`config.mk`:
```
export PLATFORM = sky130hd
export DESIGN_NAME = lbdr_switch_allocator
export DESIGN_NICKNAME = d
export VERILOG_FILES = /design/src/rtl/lbdr_pkg.sv /design/src/rtl/rr_arbiter5.sv /design/src/rtl/lbdr_switch_allocator.sv
export SDC_FILE = /design/constraint.sdc
export NUM_CORES = 1
export LEC_CHECK = 0
export ABC_AREA = 1
export CAP_MARGIN = 20
export CORE_ASPECT_RATIO = 0.75
export CORE_UTILIZATION = 61
export CTS_CLUSTER_DIAMETER = 150
export DETAILED_ROUTE_END_ITERATION = 12
export PLACE_DENSITY = 0.84
export SLEW_MARGIN = 10
export SYNTH_ARGS = -nofsm -noshare
export SYNTH_HDL_FRONTEND = slang
export SYNTH_SLANG_ARGS = --single-unit
export TNS_END_PERCENT = 30
```
`constraint.sdc`:
```
create_clock -name clk -period 4.8 [get_ports clk]
set_clock_uncertainty 0.1 [all_clocks]
set_input_delay 0.72 -clock clk [delete_from_list [all_inputs] [get_ports clk]]
set_output_delay 0.72 -clock clk [all_outputs]
set_load 0.1 [all_outputs]
```
`src/rtl/lbdr_pkg.sv`:
```
// Shared types and constants for the LBDR router: flit type codes, port order
// and the per-output allocator state.
package lbdr_pkg;

    localparam int NUM_PORTS = 5;

    typedef logic [2:0] flit_id_t;

    localparam flit_id_t HEADER  = 3'b001;
    localparam flit_id_t PAYLOAD = 3'b010;
    localparam flit_id_t TAIL    = 3'b100;

    typedef enum logic [2:0] {N = 3'd0, E = 3'd1, W = 3'd2, S = 3'd3, L = 3'd4} port_e;

    typedef enum logic {ST_IDLE = 1'b0, ST_BUSY = 1'b1} alloc_state_e;

    function automatic logic [2:0] inc_mod5(input logic [2:0] p);
        return (p >= 3'd4) ? 3'd0 : p + 3'd1;
    endfunction

endpackage

```
`src/rtl/rr_arbiter5.sv`:
```
// Five-way round-robin arbiter: first request found scanning upward from ptr,
// wrapping after port 4.
module rr_arbiter5
    import lbdr_pkg::*;
(
    input  logic [NUM_PORTS-1:0] req,
    input  logic [2:0]           ptr,
    output logic [NUM_PORTS-1:0] gnt,
    output logic [2:0]           idx,
    output logic                 any
);

    logic [2:0] cand;

    always_comb begin
        gnt  = '0;
        idx  = '0;
        any  = 1'b0;
        cand = (ptr > 3'd4) ? 3'd0 : ptr;
        for (int k = 0; k < NUM_PORTS; k++) begin
            if (!any && req[cand]) begin
                any       = 1'b1;
                idx       = cand;
                gnt[cand] = 1'b1;
            end
            cand = inc_mod5(cand);
        end
    end

endmodule

```
`src/rtl/lbdr_switch_allocator.sv`:
```
// Per-output wormhole switch allocator: round-robin grant on HEADER, lock until
// TAIL, credit-based flow control toward the downstream buffers.
module lbdr_switch_allocator
    import lbdr_pkg::*;
#(
    parameter int CREDIT_DEPTH = 4,
    parameter int CW           = 3
) (
    input  logic        clk,
    input  logic        rst,
    input  logic [24:0] req,
    input  logic [14:0] flit_id,
    input  logic [4:0]  empty,
    input  logic [4:0]  credit_in,
    output logic [4:0]  read_en,
    output logic [14:0] xbar_sel,
    output logic [4:0]  valid_out
);

    localparam logic [CW-1:0] CRED_MAX = CW'(CREDIT_DEPTH);

    alloc_state_e         state_q  [NUM_PORTS];
    alloc_state_e         state_d  [NUM_PORTS];
    logic [2:0]           owner_q  [NUM_PORTS];
    logic [2:0]           owner_d  [NUM_PORTS];
    logic [2:0]           rr_q     [NUM_PORTS];
    logic [2:0]           rr_d     [NUM_PORTS];
    logic [CW-1:0]        credit_q [NUM_PORTS];
    logic [CW-1:0]        credit_d [NUM_PORTS];

    flit_id_t             fid      [NUM_PORTS];
    logic [NUM_PORTS-1:0] req_oh   [NUM_PORTS];
    logic [NUM_PORTS-1:0] elig     [NUM_PORTS];
    logic [NUM_PORTS-1:0] arb_gnt  [NUM_PORTS];
    logic [2:0]           arb_idx  [NUM_PORTS];
    logic [NUM_PORTS-1:0] arb_any;
    logic [NUM_PORTS-1:0] send;

    // A malformed multi-hot request row collapses to its lowest output.
    always_comb begin
        for (int i = 0; i < NUM_PORTS; i++) begin
            fid[i]    = flit_id[3*i +: 3];
            req_oh[i] = req[5*i +: 5] & (~req[5*i +: 5] + 5'd1);
        end
        for (int o = 0; o < NUM_PORTS; o++) begin
            for (int i = 0; i < NUM_PORTS; i++) begin
                elig[o][i] = req_oh[i][o] & ~empty[i] & (fid[i] == HEADER);
            end
        end
    end

    for (genvar o = 0; o < NUM_PORTS; o++) begin : g_out
        rr_arbiter5 u_arb (
            .req (elig[o]),
            .ptr (rr_q[o]),
            .gnt (arb_gnt[o]),
            .idx (arb_idx[o]),
            .any (arb_any[o])
        );

        a_credit_sat: assert property (@(posedge clk) disable iff (rst)
            (credit_in[o] && !send[o]) |-> (credit_q[o] != CRED_MAX));
    end

    for (genvar i = 0; i < NUM_PORTS; i++) begin : g_in
        a_req_onehot: assert property (@(posedge clk) disable iff (rst)
            $onehot0(req[5*i +: 5]));
    end

    always_ff @(posedge clk or posedge rst) begin
        if (rst) begin
            for (int o = 0; o < NUM_PORTS; o++) begin
                state_q[o]  <= ST_IDLE;
                owner_q[o]  <= '0;
                rr_q[o]     <= '0;
                credit_q[o] <= CRED_MAX;
            end
        end else begin
            for (int o = 0; o < NUM_PORTS; o++) begin
                state_q[o]  <= state_d[o];
                owner_q[o]  <= owner_d[o];
                rr_q[o]     <= rr_d[o];
                credit_q[o] <= credit_d[o];
            end
        end
    end

    // Next state: lock on grant, release the cycle after TAIL leaves.
    always_comb begin
        for (int o = 0; o < NUM_PORTS; o++) begin
            state_d[o] = state_q[o];
            owner_d[o] = owner_q[o];
            rr_d[o]    = rr_q[o];
            if (state_q[o] == ST_IDLE) begin
                send[o] = arb_any[o] && (credit_q[o] != '0);
                if (send[o]) begin
                    state_d[o] = ST_BUSY;
                    owner_d[o] = arb_idx[o];
                end
            end else begin
                send[o] = !empty[owner_q[o]] && (credit_q[o] != '0);
                if (send[o] && fid[owner_q[o]] == TAIL) begin
                    state_d[o] = ST_IDLE;
                    rr_d[o]    = inc_mod5(owner_q[o]);
                end
            end
            case ({send[o], credit_in[o]})
                2'b10:   credit_d[o] = credit_q[o] - CW'(1);
                2'b01:   credit_d[o] = (credit_q[o] == CRED_MAX) ? credit_q[o] : credit_q[o] + CW'(1);
                default: credit_d[o] = credit_q[o];
            endcase
        end
    end

    always_comb begin
        read_en   = '0;
        valid_out = '0;
        xbar_sel  = '0;
        if (!rst) begin
            for (int o = 0; o < NUM_PORTS; o++) begin
                valid_out[o] = send[o];
                if (state_q[o] == ST_BUSY) begin
                    xbar_sel[3*o +: 3] = owner_q[o];
                    if (send[o]) read_en = read_en | (NUM_PORTS'(1) << owner_q[o]);
                end else if (send[o]) begin
                    xbar_sel[3*o +: 3] = arb_idx[o];
                    read_en            = read_en | arb_gnt[o];
                end
            end
        end
    end

endmodule

```
==> summary.txt <==
Run
  • Max Cap Viol: 0

Final layout
  • Fillers: 1,181
  • Area of the multi-input gates: roughly 6500 µm²
  • Register cell area after layout: 1260 µm²
  • Cell area after layout: 10,100 µm²
  • Area delta synth->final: 17.4%
  • Commonest non-fill, non-tap cell in the layout: nand2_1
  • Layout cells sized above 1: 13.7%
  • N_diodes: 0
  • Most frequent cells in the layout: nand2_1 (422), nand3_1 (217), inv_1 (186)
  • Layout Nets: approximately 1,700
  • Final Core Density: 73.4%

Route
  • Vias per inst: 6.10
  • Iteration count of the initial detailed-routing pass: 10
  • Routed wire per std cell: between 15 and 20 µm
  • Initial DRC Count: 1,567
  • Routed Antenna Nets: 0
  • Drt total wl: 29.8 mm
  • Via count: 10,800
  • Residual DRC: 1

Critical path
  • Reg2reg path depth: 23
  • FF-to-FF setup slack: 0.98 ns
  • CP arrival: 3.84 ns
  • Critical path required time: 3.98 ns
  • CP Capture Type: primary output
  • Crit path max fanout: 7
  • Worst r2r src: rr_q[0]
  • Kind of critical path: input pin to primary output
  • FF-to-FF End: credit_q[2]
  • Setup crit start kind: input pin

Timing
  • WHS: 0.387 ns
  • Max Freq: 214 MHz
  • Period utilization: 97.2%
  • Slew HR: ~46%
  • Final hold vios: 0
  • RSZ-0062 raised after global routing: false
  • Final setup vio count: 0
  • Tmin final: 4.66 ns
  • Fin Setup TNS: 0 ns
  • Fin. max-slew vios: 0
  • Worst Tran Pin Value: 0.806 ns

Hold path
  • Hold depth: 2
  • Hold Path End: credit_q[5]
  • Hold WC Path Type: register to register
  • Hold Path Origin: credit_q[5]

GRT
  • Initial antenna violation count: 0
  • Vias in the first global route: 9,371
  • Gr ovfl total: 0
  • Largest net degree at the start of global routing: around 50
  • First-pass GRT wire length: 47.6 mm
  • Total GRT Usage: just over 40%

Floorplan
  • Top Ports: 77
  • Row count: 37
  • DIE AREA: 14,600 µm²
  • Chip height: 105 µm
  • Die W: 139 µm
  • Initial core utilization: 62.6%
  • Core ar.: between 10,000 and 15,000 µm²

Clock tree
  • CTS tree: yes
  • Clock latency at the later pin of the worst-skew pair: around 0.32 ns
  • Clk sinks: 50
  • CTS Buf Count: 5
  • Htree depth: 2
  • Clk buf depth: 2
  • Clock Pin Slew Worst Setup and Hold Paths: about 0.08 ns
  • Setup Fix Bufs, Post-CTS: 0
  • Clock root cell: clkbuf_16

Placed design
  • IO buf count: 76
  • Dpl hpwl: 24.2 mm
  • Placed cell areas: 9910 µm²
  • Final Wtd Congestion: 1.10

Synth
  • #FFs+latches synth: 50
  • Cells after Synth: 1,513
  • Ys flop type: dfrtp_1
  • EDFF count, synth: 0
  • Synthesized area per cell: 5.69 µm²
  • Mapped Area: 8600 µm²
  • Sequential area share after synthesis: 14.6%
  • Post-Syn Nets: roughly 1,600
  • Unique cell type count in the Yosys netlist: about 50
  • Synth warn: 0
  • Ys async rst share: 100%

Outcome
  • Status: finished, violations left
  • Failing checks: design-rule violations
kinds of logic (layout without fill, tap and decap cells):
family,Yosys count,count (layout),synth area share (%)
AND/OR/NAND/NOR,995,995,55.3
multiplexers,1,1,0.116
XOR/XNOR,5,5,0.596
flip-flops,50,50,14.6
adder cells (fa/ha/maj),45,45,6.98
AO/OA/AOI/OAI,173,173,11.5
buffers and inverters,244,332,10.9
metrics by stage:
stage / setup slack [ns] / instances
after floorplan: -0.132 / 1513
after global placement: 0.265 / 1768
after detailed placement: 0.150 / 1768
after CTS: 0.0111 / 1776
after global routing: 0.0116 / 1776
final: 0.135 / 1776
Yosys cell counts (all sizes together) (6+ instances only):
| master | count | area [µm²] |
|---|---|---|
| nand2 | 477 | 2020 |
| nand3 | 227 | 1190 |
| inv | 226 | 856 |
| nor2 | 203 | 995 |
| o21ai | 81 | 428 |
| a21oi | 51 | 259 |
| nand4 | 47 | 294 |
| dfrtp | 45 | 1130 |
| ha | 40 | 500 |
| nor3 | 22 | 115 |
| o22ai | 13 | 81.3 |
| clkbuf | 11 | 41.3 |
| nand3b | 8 | 72.6 |
| o211ai | 8 | 60.1 |
| a31oi | 6 | 37.5 |
layout make-up:
class / count / share of cell area (%)
multi-input cells: 1219 / 63.9
flip-flops and latches: 50 / 12.5
repair buffers: 94 / 11.4
inverters: 230 / 8.62
well taps: 175 / 2.17
clock buffers: 5 / 1.24
clock inverters: 3 / 0.260
per-layer routing:
layer | part of all wire (%) | vias up | global-route usage, %
met5 | 0 | - | 0
met2 | 40 | 769 | 57.9
met1 | 43 | 4862 | 59.6
met3 | 14 | 88 | 8.80
li1 | - | 5121 | -
met4 | 3.3 | 0 | 13.9
worst max-delay path by stage:
stage               slack (ns)         end        from  cells past startpoint
detailed placement        0.15  read_en[0]  flit_id[5]                     18
global route              0.01  read_en[0]    rr_q[14]                     21
CTS                       0.01  read_en[0]    rr_q[14]                     20
global placement          0.26  read_en[4]    empty[3]                     20
finish                    0.14  read_en[3]  flit_id[5]                     21
floorplan                -0.13  read_en[0]    rr_q[14]                     19
registers in the layout, indices dropped and copies added, names as in the netlist:
register,cells
owner_q,15
credit_q,15
rr_q,15
state_q,5
worst max-delay path: stages:
cell and delay [ns]:
clkdlybuf4s50_1 0.51, inv_1 0.11, nand3_1 0.13, nor2_1 0.46, nand2_1 0.12, nand3_1 0.11
nand3_2 0.14, inv_2 0.16, nor2_2 0.07, nand2_1 0.10, nor2_2 0.06, nand2_1 0.07
nand2_2 0.07, nand2_2 0.14, inv_1 0.08, nor2_1 0.08, nand2_1 0.09, nand3_1 0.10
nor2_1 0.04, nor2_1 0.24, buf_12 0.22
repair_timing:
item | 4_1_cts | 5_1_grt
setup endpoints to repair | 0 | 10
hold buffers | 0 | 0
gates resized for setup | 0 | 13
Power is not shown: default switching activity piles up to over one toggle a cycle in this logic, so the estimate is an artifact.
